## config.mk

```make
export PLATFORM = sky130hd
export DESIGN_NAME = mem_port_arbiter_flat
export DESIGN_NICKNAME = d
export VERILOG_FILES = /design/src/rtl/mem_port_arbiter_if.sv /design/src/rtl/mem_port_arbiter.sv /design/src/flat_wrapper.sv
export SDC_FILE = /design/constraint.sdc
export NUM_CORES = 1
export LEC_CHECK = 0
export ABC_CLOCK_PERIOD_IN_PS = 3300
export CORE_UTILIZATION = 43
export CTS_BUF_LIST = sky130_fd_sc_hd__clkbuf_4 sky130_fd_sc_hd__clkbuf_8 sky130_fd_sc_hd__clkbuf_16
export DETAILED_ROUTE_END_ITERATION = 10
export PLACE_DENSITY = 0.89
export REMOVE_ABC_BUFFERS = 1
export SLEW_MARGIN = 20
export SYNTH_ARGS = -nofsm -noshare
export SYNTH_HDL_FRONTEND = slang
export SYNTH_SLANG_ARGS = --single-unit
```

## constraint.sdc

```tcl
create_clock -name clk -period 3.3 [get_ports clk]
set_input_delay 0.33 -clock clk [delete_from_list [all_inputs] [get_ports clk]]
set_output_delay 0.33 -clock clk [all_outputs]
set_load 0.05 [all_outputs]
```

## src/rtl/mem_port_arbiter_if.sv

```systemverilog
//----------------------------------------------------------------------------
// mem_port_arbiter_if
//
// Purpose: bundles every handshake and bus signal around the memory port
// arbiter: the fetch-stage request port, the memory-stage request port, the
// shared memory port and the two pipeline stall lines.
//
// Parameters:
//   DPW  data and address width
//
// Signal summary:
//   if_req, if_addr             fetch read request (held until if_valid)
//   if_rdata, if_valid          fetched word and one-cycle completion pulse
//   dm_req, dm_we               memory-stage request and write flag
//   dm_addr, dm_wdata           data address and store data
//   dm_rdata, dm_valid          load data and one-cycle completion pulse
//   mem_req, mem_we             shared port request and write enable
//   mem_addr, mem_wdata         shared port address and write data
//   mem_ack, mem_rdata          memory completion strobe and read data
//   stallF, stallM              pipeline stalls for fetch and memory stages
//
// Modports:
//   slave   the arbiter's view (takes requests, drives the memory port)
//   master  the surrounding pipeline and memory's view
//----------------------------------------------------------------------------
interface mem_port_arbiter_if #(
    parameter int DPW = 32
);
    logic           if_req;
    logic [DPW-1:0] if_addr;
    logic [DPW-1:0] if_rdata;
    logic           if_valid;

    logic           dm_req;
    logic           dm_we;
    logic [DPW-1:0] dm_addr;
    logic [DPW-1:0] dm_wdata;
    logic [DPW-1:0] dm_rdata;
    logic           dm_valid;

    logic           mem_req;
    logic           mem_we;
    logic [DPW-1:0] mem_addr;
    logic [DPW-1:0] mem_wdata;
    logic           mem_ack;
    logic [DPW-1:0] mem_rdata;

    logic           stallF;
    logic           stallM;

    modport slave (
        input  if_req, if_addr,
        input  dm_req, dm_we, dm_addr, dm_wdata,
        input  mem_ack, mem_rdata,
        output if_rdata, if_valid,
        output dm_rdata, dm_valid,
        output mem_req, mem_we, mem_addr, mem_wdata,
        output stallF, stallM
    );

    modport master (
        output if_req, if_addr,
        output dm_req, dm_we, dm_addr, dm_wdata,
        output mem_ack, mem_rdata,
        input  if_rdata, if_valid,
        input  dm_rdata, dm_valid,
        input  mem_req, mem_we, mem_addr, mem_wdata,
        input  stallF, stallM
    );
endinterface

```

## src/rtl/mem_port_arbiter.sv

```systemverilog
//----------------------------------------------------------------------------
// mem_port_arbiter
//
// Purpose: shares one single-outstanding memory port between the fetch stage
// and the memory stage of a pipeline. The data side has fixed priority; an
// optional starvation guard forces a fetch grant after STARVE_MAX consecutive
// data grants made while fetch was waiting.
//
// Parameters:
//   DPW         data and address width
//   STARVE_MAX  consecutive data grants tolerated while fetch waits
//
// Ports:
//   clk     rising-edge clock
//   arst_n  asynchronous active-low reset
//   bus     mem_port_arbiter_if.slave, all request/response/stall signals
//
// Configuration:
//   ARB_STARVE_GUARD_EN  when defined, builds the starvation counter; when
//                        undefined, arbitration is pure data-first priority
//                        and STARVE_MAX has no effect.
//----------------------------------------------------------------------------
module mem_port_arbiter #(
    parameter int DPW        = 32,
    parameter int STARVE_MAX = 4
) (
    input  logic                 clk,
    input  logic                 arst_n,
    mem_port_arbiter_if.slave    bus
);

    typedef enum logic [1:0] {
        IDLE   = 2'd0,
        BUSY_I = 2'd1,
        BUSY_D = 2'd2
    } state_t;

    state_t         state;
    state_t         state_next;
    logic           grant_i;
    logic           grant_d;
    logic           fetch_first;

    logic           mem_req_q;
    logic           mem_we_q;
    logic [DPW-1:0] mem_addr_q;
    logic [DPW-1:0] mem_wdata_q;
    logic [DPW-1:0] if_rdata_q;
    logic           if_valid_q;
    logic [DPW-1:0] dm_rdata_q;
    logic           dm_valid_q;

    // A negative threshold has no meaning in either build.
    if (STARVE_MAX < 0) begin : g_bad_starve_max
        $error("mem_port_arbiter: STARVE_MAX must not be negative");
    end

`ifdef ARB_STARVE_GUARD_EN
    localparam int CNT_W = (STARVE_MAX < 1) ? 1 : $clog2(STARVE_MAX + 1);

    logic [CNT_W-1:0] starve_cnt;

    // The counter only advances while fetch is waiting, and at STARVE_MAX
    // a waiting fetch always wins, so it can never run past STARVE_MAX.
    always_ff @(posedge clk or negedge arst_n) begin
        if (!arst_n) begin
            starve_cnt <= '0;
        end else if (grant_i) begin
            starve_cnt <= '0;
        end else if (grant_d && bus.if_req) begin
            starve_cnt <= starve_cnt + 1'b1;
        end
    end

    assign fetch_first = bus.if_req && (starve_cnt == CNT_W'(STARVE_MAX));
`else
    assign fetch_first = 1'b0;
`endif

    always_ff @(posedge clk or negedge arst_n) begin
        if (!arst_n) begin
            state <= IDLE;
        end else begin
            state <= state_next;
        end
    end

    // Grants are only made from IDLE, so every completion is followed by at
    // least one IDLE cycle. A request still high in that IDLE cycle counts
    // as the requester's next transaction.
    always_comb begin
        state_next = state;
        grant_i    = 1'b0;
        grant_d    = 1'b0;
        case (state)
            IDLE: begin
                if (bus.dm_req && !fetch_first) begin
                    grant_d    = 1'b1;
                    state_next = BUSY_D;
                end else if (bus.if_req) begin
                    grant_i    = 1'b1;
                    state_next = BUSY_I;
                end
            end
            BUSY_I, BUSY_D: begin
                if (bus.mem_ack) begin
                    state_next = IDLE;
                end
            end
            default: begin
                state_next = IDLE;
            end
        endcase
    end

    // Memory-port request fields are captured on the grant and left alone
    // until the ack, so a requester may drop its request after the grant
    // and the transaction still runs to completion. An ack in IDLE falls
    // through every branch and is ignored.
    always_ff @(posedge clk or negedge arst_n) begin
        if (!arst_n) begin
            mem_req_q   <= 1'b0;
            mem_we_q    <= 1'b0;
            mem_addr_q  <= '0;
            mem_wdata_q <= '0;
            if_rdata_q  <= '0;
            if_valid_q  <= 1'b0;
            dm_rdata_q  <= '0;
            dm_valid_q  <= 1'b0;
        end else begin
            if_valid_q <= 1'b0;
            dm_valid_q <= 1'b0;
            if (grant_d) begin
                mem_req_q   <= 1'b1;
                mem_we_q    <= bus.dm_we;
                mem_addr_q  <= bus.dm_addr;
                mem_wdata_q <= bus.dm_wdata;
            end else if (grant_i) begin
                mem_req_q   <= 1'b1;
                mem_we_q    <= 1'b0;
                mem_addr_q  <= bus.if_addr;
                mem_wdata_q <= '0;
            end else if ((state != IDLE) && bus.mem_ack) begin
                mem_req_q <= 1'b0;
                mem_we_q  <= 1'b0;
                if (state == BUSY_I) begin
                    if_rdata_q <= bus.mem_rdata;
                    if_valid_q <= 1'b1;
                end else begin
                    dm_valid_q <= 1'b1;
                    if (!mem_we_q) begin
                        dm_rdata_q <= bus.mem_rdata;
                    end
                end
            end
        end
    end

    assign bus.mem_req   = mem_req_q;
    assign bus.mem_we    = mem_we_q;
    assign bus.mem_addr  = mem_addr_q;
    assign bus.mem_wdata = mem_wdata_q;
    assign bus.if_rdata  = if_rdata_q;
    assign bus.if_valid  = if_valid_q;
    assign bus.dm_rdata  = dm_rdata_q;
    assign bus.dm_valid  = dm_valid_q;

    // The stall lines release in the same cycle the completion pulse shows.
    assign bus.stallF = bus.if_req & ~if_valid_q;
    assign bus.stallM = bus.dm_req & ~dm_valid_q;

endmodule

```

## src/flat_wrapper.sv

```systemverilog
// flat-port wrapper written by rule: the top's interface ports become plain ports
module mem_port_arbiter_flat 
#(
    parameter int DPW        = 32,
    parameter int STARVE_MAX = 4
)
  (clk, arst_n, bus_if_req, bus_if_addr, bus_dm_req, bus_dm_we, bus_dm_addr, bus_dm_wdata, bus_mem_ack, bus_mem_rdata, bus_if_rdata, bus_if_valid, bus_dm_rdata, bus_dm_valid, bus_mem_req, bus_mem_we, bus_mem_addr, bus_mem_wdata, bus_stallF, bus_stallM);
  mem_port_arbiter_if #(.DPW(DPW)) bus_i ();
  input  logic clk;
  input  logic arst_n;
  input wire logic [$bits(bus_i.if_req)-1:0] bus_if_req;
  input wire logic [$bits(bus_i.if_addr)-1:0] bus_if_addr;
  input wire logic [$bits(bus_i.dm_req)-1:0] bus_dm_req;
  input wire logic [$bits(bus_i.dm_we)-1:0] bus_dm_we;
  input wire logic [$bits(bus_i.dm_addr)-1:0] bus_dm_addr;
  input wire logic [$bits(bus_i.dm_wdata)-1:0] bus_dm_wdata;
  input wire logic [$bits(bus_i.mem_ack)-1:0] bus_mem_ack;
  input wire logic [$bits(bus_i.mem_rdata)-1:0] bus_mem_rdata;
  output wire logic [$bits(bus_i.if_rdata)-1:0] bus_if_rdata;
  output wire logic [$bits(bus_i.if_valid)-1:0] bus_if_valid;
  output wire logic [$bits(bus_i.dm_rdata)-1:0] bus_dm_rdata;
  output wire logic [$bits(bus_i.dm_valid)-1:0] bus_dm_valid;
  output wire logic [$bits(bus_i.mem_req)-1:0] bus_mem_req;
  output wire logic [$bits(bus_i.mem_we)-1:0] bus_mem_we;
  output wire logic [$bits(bus_i.mem_addr)-1:0] bus_mem_addr;
  output wire logic [$bits(bus_i.mem_wdata)-1:0] bus_mem_wdata;
  output wire logic [$bits(bus_i.stallF)-1:0] bus_stallF;
  output wire logic [$bits(bus_i.stallM)-1:0] bus_stallM;
  assign bus_i.if_req = bus_if_req;
  assign bus_i.if_addr = bus_if_addr;
  assign bus_i.dm_req = bus_dm_req;
  assign bus_i.dm_we = bus_dm_we;
  assign bus_i.dm_addr = bus_dm_addr;
  assign bus_i.dm_wdata = bus_dm_wdata;
  assign bus_i.mem_ack = bus_mem_ack;
  assign bus_i.mem_rdata = bus_mem_rdata;
  assign bus_if_rdata = bus_i.if_rdata;
  assign bus_if_valid = bus_i.if_valid;
  assign bus_dm_rdata = bus_i.dm_rdata;
  assign bus_dm_valid = bus_i.dm_valid;
  assign bus_mem_req = bus_i.mem_req;
  assign bus_mem_we = bus_i.mem_we;
  assign bus_mem_addr = bus_i.mem_addr;
  assign bus_mem_wdata = bus_i.mem_wdata;
  assign bus_stallF = bus_i.stallF;
  assign bus_stallM = bus_i.stallM;
  mem_port_arbiter #(.DPW(DPW), .STARVE_MAX(STARVE_MAX)) u_core (.clk(clk), .arst_n(arst_n), .bus(bus_i));
endmodule
```

# Yosys cells after proc, flatten, opt, wreduce, memory -nomap -nowiden
# Cells that the tools add are included.
[word_totals]
inputBits = 134
reg_bits = 134
memories = 0
mem_bits_rw = 0
mem_bits_ro = 0
word_cells = 56
out_inout_bits = 134
latch_bits = 0
[classes]
bitwise_logic = 8
reduce_logical = 9
shifts = 0
div_mod_pow = 0
n_eq_ne = 4
muxes = 26
multipliers = 0
add_sub_neg = 0
magnitude_cmp = 0
[op_table]
columns = ["cell", "n"]
rows = [
  ["$mux 32", 4],
  ["$mux 1", 18],
  ["$mux 2", 3],
  ["$not 1->1", 6],
  ["$reduce_and 5->1", 1],
  ["$pmux 2 s2", 1],
  ["$reduce_and 4->1", 1],
  ["$reduce_bool 2->1", 2],
  ["$ne 3x3->1 const B", 1],
  ["$reduce_bool 3->1", 1],
  ["$and 1x1->1", 2],
  ["$eq 2x1->1 const B", 1],
  ["$eq 2x2->1 const B", 1],
  ["$logic_not 2->1", 1],
  ["$ne 2x2->1 const B", 1],
  ["$reduce_and 2->1", 1],
  ["$reduce_or 2->1", 1],
  ["$logic_and 1x1->1", 1],
]

# Logic depth before layout (Yosys ltp)
# Gate-level depths: netlist of run 1.
[logic_depth]
ltp_word = 5
depth_mapped = 8
ltp_nobuf = 6

# Least setup slack after synthesis of run 1
# OpenSTA, ideal clock, no wires.
[synth_timing]
path_kind = "register -> register"
from = "register u_core.state[0]"
to = "register u_core.dm_rdata_q[0], in the netlist u_core.bus.dm_rdata[0]"
period_less_slack_ns = 1.987
setup_time_ns = 0.125
required_ns = 3.175
n_path_buf = 2
slack_ns = 1.313
path_stages_with_launch = 9
arrival_ns = 1.862
cell_sequence = "dfrtp_1 -> inv_1 -> ha_1 -> nand2_8 -> nand2_1 -> or4_1 -> buf_2 -> buf_6 -> mux2_4"
[synth_via]
elab_chain_cells = 4
elab_cells_between_ends = 10
classes_between = "eq/ne: 1; mux: 2; bitwise: 3; reduce/logical: 4"
[synth_rtl]
columns = ["element", "line_no", "text"]
rows = [
  ["start, declared", "mem_port_arbiter.sv:38", "state_t state;"],
  ["start signal, assigned", "mem_port_arbiter.sv:84", "state <= state_next;"],
  ["$logic_not 2->1", "mem_port_arbiter.sv:95", "case (state)"],
  ["$mux 1", "mem_port_arbiter.sv:95", ""],
  ["$not 1->1 (no source line)", "-", ""],
  ["$reduce_and 5->1 (no source line) *", "-", ""],
  ["end signal, assigned", "mem_port_arbiter.sv:152", "dm_rdata_q <= bus.mem_rdata;"],
  ["end, declared", "mem_port_arbiter.sv:50", "logic [DPW-1:0] dm_rdata_q;"],
]
# Mark *: on every way between the ends. The rest lies on a longest branch, timed or not.
# A chain may end at the register's enable or synchronous reset.

# Final worst setup path of run 1
[layout_timing]
from = "register u_core.state[0]"
to = "register u_core.dm_rdata_q[6], in the netlist u_core.bus.dm_rdata[6]"
# The elaborated chain is that of the path after synthesis.

==> flow_metrics.env, run 1 <==
export IMPL_setup_viol=0
export IMPL_grt_use_total_pct=25.1
export IMPL_worst_slew_pin_slew_ns=0.961
export IMPL_io_pins=268
export IMPL_end_kind="register"
export IMPL_p_leak_uw=0.00389
export IMPL_synth_edf_count=0
export IMPL_fin_skew_ns=0.00444
export IMPL_start_util_pct=44.4
export IMPL_die_w_um=114
export IMPL_yosys_area_top_type_share_pct=62.4
export IMPL_clk_pin_slew_worst_paths_ns=0.06
export IMPL_hold_viol=0
export IMPL_worst_ep_arrival_time_ns=2.79
export IMPL_antenna_found_initial=0
export IMPL_finalMaxSlewViolations=0
export IMPL_fin_nets=823
export IMPL_first_pass_iters=4
export IMPL_cp_required_ns=3.59
export IMPL_min_period_ns=2.49
export IMPL_slew_headroom_pct=35.7
export IMPL_power_density_nw_per_um2=1250
export IMPL_syn_avg_cell_area_um2=12.8
export IMPL_fill_cells=814
export IMPL_cts_setup_buffers=0
export IMPL_routed_wl_um=15400
export IMPL_wl_per_cell_um=17.8
export IMPL_drc=0
export IMPL_h_tree_depth=4
export IMPL_outcome="finished clean"
export IMPL_synth_cell_type_count=24
export IMPL_die_area_um2=13000
export IMPL_grt_pass1_wl_um=24500
export IMPL_crit_fanout=35
export IMPL_p_seq_share_pct=26.4
export IMPL_crit_family="simple AND/OR/NAND/NOR gates"
export IMPL_syn_inst=419
export IMPL_die_h_um=114
export IMPL_drv_cap=0
export IMPL_synth_ff_type="dfrtp_1"
export IMPL_num_antenna_cells=0
export IMPL_fmax_mhz=401
export IMPL_peakVddDrop_uv=766
export IMPL_power_frac_comb_pct=56.8
export IMPL_rows=40
export IMPL_cts_tree="yes"
export IMPL_syn_to_final_growth_pct=63.6
export IMPL_start_kind="register"
export IMPL_rsz0062_at_grt="false"
export IMPL_slowest_stage="or4_2"
export IMPL_numCtsBuffers=17
export IMPL_synth_yosys_warnings=0
export IMPL_dp_cells=834
export IMPL_clock_sinks=134
export IMPL_p_clk_share_pct=16.8
export IMPL_globalplace_congestion=0.834
export IMPL_crit_start="u_core.state[0]"
export IMPL_cts_hold_buf=1
export IMPL_layout_drive_gt1_share_pct=15.9
export IMPL_drtAntennaViolNets=0
export IMPL_grt_pass1_vias=4688
export IMPL_grt_start_max_net_pins=66
export IMPL_internal_power_uw=5850
export IMPL_slowest_delay_ns=0.60
export IMPL_hp_start="bus_dm_we"
export IMPL_synth_largest_area_cell="dfrtp_1"
export IMPL_io_buffer_count=267
export IMPL_avgViaCountPerCell=4.99
export IMPL_p_sw_share_pct=46.6
export IMPL_vias=4326
export IMPL_finalCritPeriodShare_pct=75.5
export IMPL_final_area_um2=8790
export IMPL_dpl_hpwl_um=11000
export IMPL_ys_ff_latch=134
export IMPL_clock_latency_ns=0.41
export IMPL_r2r_start="u_core.state[0]"
export IMPL_synthesis_area_um2=5380
export IMPL_clk_path_buf_depth=2
export IMPL_drt_iter0_drc=267
export IMPL_fin_cells=867
export IMPL_ys_seq_area_share_pct=62.4
export IMPL_overflow=0
export IMPL_ctsResizeCount=0
export IMPL_setup_worst_path_class="reg2reg"
export IMPL_placed_area_um2=8200
export IMPL_p_switching_uw=5120
export IMPL_ys_top_cells_by_area="dfrtp_1 (62%), mux2_4 (8.4%), mux2_2 (7.1%)"
export IMPL_critPathBufInv=2
export IMPL_min_path_type="in2reg"
export IMPL_core_area_um2=12100
export IMPL_synthArstFlopShare_pct=100
export IMPL_clock_root_buffer="clkbuf_16"
export IMPL_tns_ns=0
export IMPL_crit_chain="inv_1 > ha_1 > nand2_8 > nand2_1 > or4_2 > buf_4 > mux2_4"
per-stage QoR:
stage          hold slack (ns)  util [%]  worst slack, ns  power [uW]
2_1_floorplan           0.0344         -            0.125        6940
3_3_place_gp             0.369      67.7            0.509        8990
3_5_place_dp             0.377      67.7            0.449        9150
4_1_cts                  0.460      72.6            0.806       11100
5_1_grt                  0.484      72.6            0.715       11400
6_report                 0.475      72.6            0.807       11000
worst register-to-register path, stage by stage (launching register included):
cell and delay [ns]:
dfrtp_1 0.35, inv_1 0.08, ha_1 0.28, nand2_8 0.24
nand2_1 0.10, or4_2 0.60, buf_4 0.33, mux2_4 0.39
Yosys cell counts, types with 2 or more instances:
master,instances
clkbuf_1,16
inv_1,4
a31oi_1,32
nor2_1,36
o21ai_0,4
nor2b_1,2
mux2_2,34
a22o_1,33
dfrtp_1,134
nand2_1,70
ha_1,3
mux2_4,30
buf_6,4
buf_2,7
sequential cells by signal, summed over array words and instances, names as in the netlist:
name / flops
u_core.bus.if_valid: 1
u_core.bus.if_rdata: 32
u_core.bus.mem_wdata: 32
u_core.bus.dm_rdata: 32
u_core.state: 2
u_core.bus.mem_addr: 32
u_core.bus.mem_req: 1
u_core.bus.mem_we: 1
u_core.bus.dm_valid: 1
final timing paths:
| check | endpoint | slack, ns | cells after the start |
|---|---|---|---|
| setup / recovery | u_core.bus.dm_rdata[6] | 0.81 | 7 |
| hold / removal | u_core.bus.mem_we | 0.47 | 3 |
| setup reg to reg | u_core.bus.dm_rdata[6] | 0.81 | 7 |
| hold reg to reg | u_core.bus.mem_wdata[24] | 0.50 | 1 |
| max in group asynchronous | u_core.state[0] | 2.00 | 3 |
| min in group asynchronous | u_core.bus.mem_addr[11] | 0.53 | 2 |
power by group through the flow:
stage               clock network (uW)  logic (uW)  registers (uW)
global placement                     0        6130            2860
global route                      1960        6500            2990
detailed placement                   0        6260            2900
floorplan                            0        1380            5560
finish                            1840        6230            2900
CTS                               1880        6280            2900
cell usage in the layout, fill, tap and decap left out:
cell type and instances:
o21ai_0 4, inv_6 1, nor2_1 35, clkinv_4 1
a22o_1 33, clkinv_2 6, clkbuf_8 2, clkdlybuf4s50_1 266
inv_1 4, o21ai_4 1, mux2_4 30, buf_12 1
dfrtp_1 134, nor2b_2 1, clkbuf_16 17, a31oi_1 32
nand3_1 1, nand2_1 70, bufinv_16 2, nor2b_1 2
o21a_1 1, nor2_2 1, mux2_2 34, or4_2 1
ha_1 3, nand2b_1 1, dlygate4sd3_1 1, clkinvlp_4 3
nand2_8 1, a21boi_0 1, and2_2 1, buf_4 8
area by class of cell:
cell class                 instances  area (um2)  share of cell area (%)
clock buffer                      19         453                    5.15
multi-input combinational        253        1880                    21.4
sequential                       134        3350                    38.1
inverter                           4        15.0                   0.171
timing repair buffer             276        2750                    31.3
tap                              168         210                    2.39
clock inverter                    13         130                    1.48
cell families after synthesis:
logic type / Yosys count / share of synthesized area [%]
adder cells (fa/ha/maj): 3 / 0.698
flip-flops: 134 / 62.4
multiplexers: 64 / 15.5
AO/OA/AOI/OAI: 72 / 9.84
AND/OR/NAND/NOR: 114 / 8.63
buffers and inverters: 32 / 2.96
metal layers:
metal	track usage (%)	share of wire [%]	routed length (um)	vias to the layer above
met5	0	0	0	-
met4	14.9	4.5	701	0
met3	6.59	6.2	950	50
met2	43.4	52	8000	195
met1	28.1	37	5760	2076
li1	-	-	-	2005
Note: power is estimated with default switching activity, not from simulation.
==> inputs of run 2 (changes only) <==
--- a/config.mk
+++ b/config.mk
@@ -5,11 +5,11 @@
 export SDC_FILE = /design/constraint.sdc
 export NUM_CORES = 1
 export LEC_CHECK = 0
-export ABC_CLOCK_PERIOD_IN_PS = 3300
-export CORE_UTILIZATION = 43
+export ABC_CLOCK_PERIOD_IN_PS = 2100
+export CORE_UTILIZATION = 36
 export CTS_BUF_LIST = sky130_fd_sc_hd__clkbuf_4 sky130_fd_sc_hd__clkbuf_8 sky130_fd_sc_hd__clkbuf_16
 export DETAILED_ROUTE_END_ITERATION = 10
-export PLACE_DENSITY = 0.89
+export PLACE_DENSITY = 0.8
 export REMOVE_ABC_BUFFERS = 1
 export SLEW_MARGIN = 20
 export SYNTH_ARGS = -nofsm -noshare
==> constraint.sdc (replaced) <==
create_clock -name clk -period 2.1 [get_ports clk]
set_input_delay 0.21 -clock clk [delete_from_list [all_inputs] [get_ports clk]]
set_output_delay 0.21 -clock clk [all_outputs]
set_load 0.05 [all_outputs]
==> run 2 against run 1 <==
Critical path depth did not move. Critical endpoint is now u_core.bus.dm_rdata[20]. First-iteration DRC count fell by 23%. Global-route usage fell by 4.9 points. Maximum frequency rose by 22%. Non-clock buffer count rose by 17. Wire length rose by 0.96%. Largest cell class unchanged. Final cell count rose by 3.8%. Combinational power rose by 64%. Via count rose by 1.1%. Sequential cell count did not move. Clock power rose by 67%. Highest routed layer unchanged.
==> flow_metrics.env, run 2 (synthesis results as in run 1) <==
export IMPL_globalplace_congestion=0.756
export IMPL_rsz0062_at_grt="true"
export IMPL_placed_area_um2=8390
export IMPL_io_pins=268
export IMPL_clock_latency_ns=0.41
export IMPL_layout_drive_gt1_share_pct=18.9
export IMPL_fin_nets=840
export IMPL_crit_fanout=8
export IMPL_power_uw=17800
export IMPL_fin_skew_ns=0.00912
export IMPL_peakVddDrop_uv=1170
export IMPL_r2r_start="u_core.state[1]"
export IMPL_slowest_delay_ns=0.61
export IMPL_antenna_found_initial=0
export IMPL_hold_viol=0
export IMPL_wl_per_cell_um=17.3
export IMPL_avgViaCountPerCell=4.86
export IMPL_outcome="finished clean"
export IMPL_num_antenna_cells=0
export IMPL_finalMaxSlewViolations=0
export IMPL_clk_pin_slew_worst_paths_ns=0.06
export IMPL_p_leak_uw=0.00405
export IMPL_overflow=0
export IMPL_min_period_ns=2.05
export IMPL_dpl_hpwl_um=10700
export IMPL_clock_root_buffer="clkbuf_16"
export IMPL_h_tree_depth=4
export IMPL_drv_cap=0
export IMPL_drt_iter0_drc=205
export IMPL_syn_to_final_growth_pct=70.0
export IMPL_tns_ns=0
export IMPL_layout_commonest_cell="clkdlybuf4s50_1"
export IMPL_end_kind="register"
export IMPL_final_area_um2=9140
export IMPL_slowest_stage="or4_4"
export IMPL_setup_worst_path_class="reg2reg"
export IMPL_dp_cells=862
export IMPL_fill_cells=1114
export IMPL_worst_ep_arrival_time_ns=2.34
export IMPL_grt_start_max_net_pins=66
export IMPL_clk_path_buf_depth=2
export IMPL_grt_pass1_wl_um=24500
export IMPL_final_core_util_pct=62.9
export IMPL_r2r_worst_path_cells=7
export IMPL_reg2reg_slack_ns=0.05
export IMPL_fmax_mhz=488
export IMPL_r2r_end="u_core.bus.dm_rdata[20]"
export IMPL_io_buffer_count=267
export IMPL_routed_wl_um=15600
export IMPL_rows=44
export IMPL_fin_cells=900
export IMPL_finalCritPeriodShare_pct=97.6
export IMPL_crit_chain="inv_2 > ha_4 > nor2b_4 > nand2_2 > or4_4 > clkbuf_16 > mux2_4"
export IMPL_drc=0
export IMPL_power_density_nw_per_um2=1950
export IMPL_core_area_um2=14500
export IMPL_numCtsBuffers=17
export IMPL_start_kind="register"
export IMPL_setup_viol=0
export IMPL_cts_tree="yes"
export IMPL_die_h_um=124
export IMPL_die_area_um2=15400
export IMPL_grt_use_total_pct=20.2
export IMPL_vias=4374
export IMPL_mostFrequentLayoutCells="clkdlybuf4s50_1 (264), dfrtp_1 (134), nand2_1 (69)"
export IMPL_clock_sinks=134
export IMPL_first_pass_iters=4
export IMPL_worst_slew_pin_slew_ns=0.552
export IMPL_cp_required_ns=2.39
export IMPL_min_path_type="in2async"
export IMPL_start_util_pct=37.0
export IMPL_die_w_um=124
export IMPL_drtAntennaViolNets=0
export IMPL_grt_pass1_vias=4667
export IMPL_slew_headroom_pct=63.1
[run 2: timing repair]
| action | 4_1_cts | 5_1_grt |
|---|---|---|
| hold buffers | 1 | 0 |
| endpoints found under the hold margin | 30 | 0 |
| setup endpoints to repair | 32 | 59 |
| pin swaps | 0 | 3 |
| buffers inserted | 0 | 2 |
| gates cloned | 1 | 2 |
| resized for setup | 2 | 7 |
[run 2: worst max-delay path by stage]
stage | startpoint | to | cells after the start
after detailed placement | bus_dm_req | u_core.bus.dm_rdata[19] | 6
after CTS | u_core.state[1] | u_core.bus.dm_rdata[1] | 7
after floorplan | u_core.state[0] | u_core.bus.mem_addr[0] | 5
final | u_core.state[1] | u_core.bus.dm_rdata[20] | 7
after global routing | u_core.state[1] | u_core.bus.dm_rdata[27] | 7
after global placement | bus_mem_ack | u_core.bus.dm_rdata[0] | 6
[run 2: final cells by class]
| class | count | area (um2) | share of cell area [%] |
|---|---|---|---|
| sequential | 134 | 3350 | 36.7 |
| timing repair buffer | 293 | 3020 | 33.0 |
| multi-input combinational | 253 | 1910 | 20.9 |
| clock buffer | 22 | 469 | 5.13 |
| tap | 184 | 230 | 2.52 |
| clock inverter | 10 | 148 | 1.62 |
| inverter | 4 | 15.0 | 0.164 |
[run 2: per-stage QoR]
step | hold slack, ns | setup WS [ns]
finish | 0.323 | 0.0513
detailed placement | 0.203 | -0.163
global placement | 0.194 | -0.123
global route | 0.345 | -0.0172
floorplan | -0.0856 | -1.08
CTS | 0.301 | 0.0341
[run 2: routing by layer]
metal / routed length, um / vias to the layer above / GRT usage (%) / share of wire [%]
li1: - / 2028 / - / -
met2: 8190 / 157 / 35.7 / 53
met4: 394 / 0 / 8.22 / 2.5
met5: 0 / - / 0 / 0
met3: 786 / 33 / 6.03 / 5.0
met1: 6200 / 2156 / 22.6 / 40
[run 2: report_power, final]
group	internal, uW	switching (uW)	leakage, uW	total, uW
Sequential	3830	724	0.00162	4550
Clock	1960	1110	0.000295	3070
Combinational	3850	6320	0.00214	10200
Total	9640	8160	0.00405	17800
[run 2: worst max-delay path: cells and delay by family (launching register included)]
family        cells  cell delay [ns]
buf+inv           2             0.30
simple gates      3             0.79
mux               1             0.30
flops             1             0.37
fa+ha+maj         1             0.18
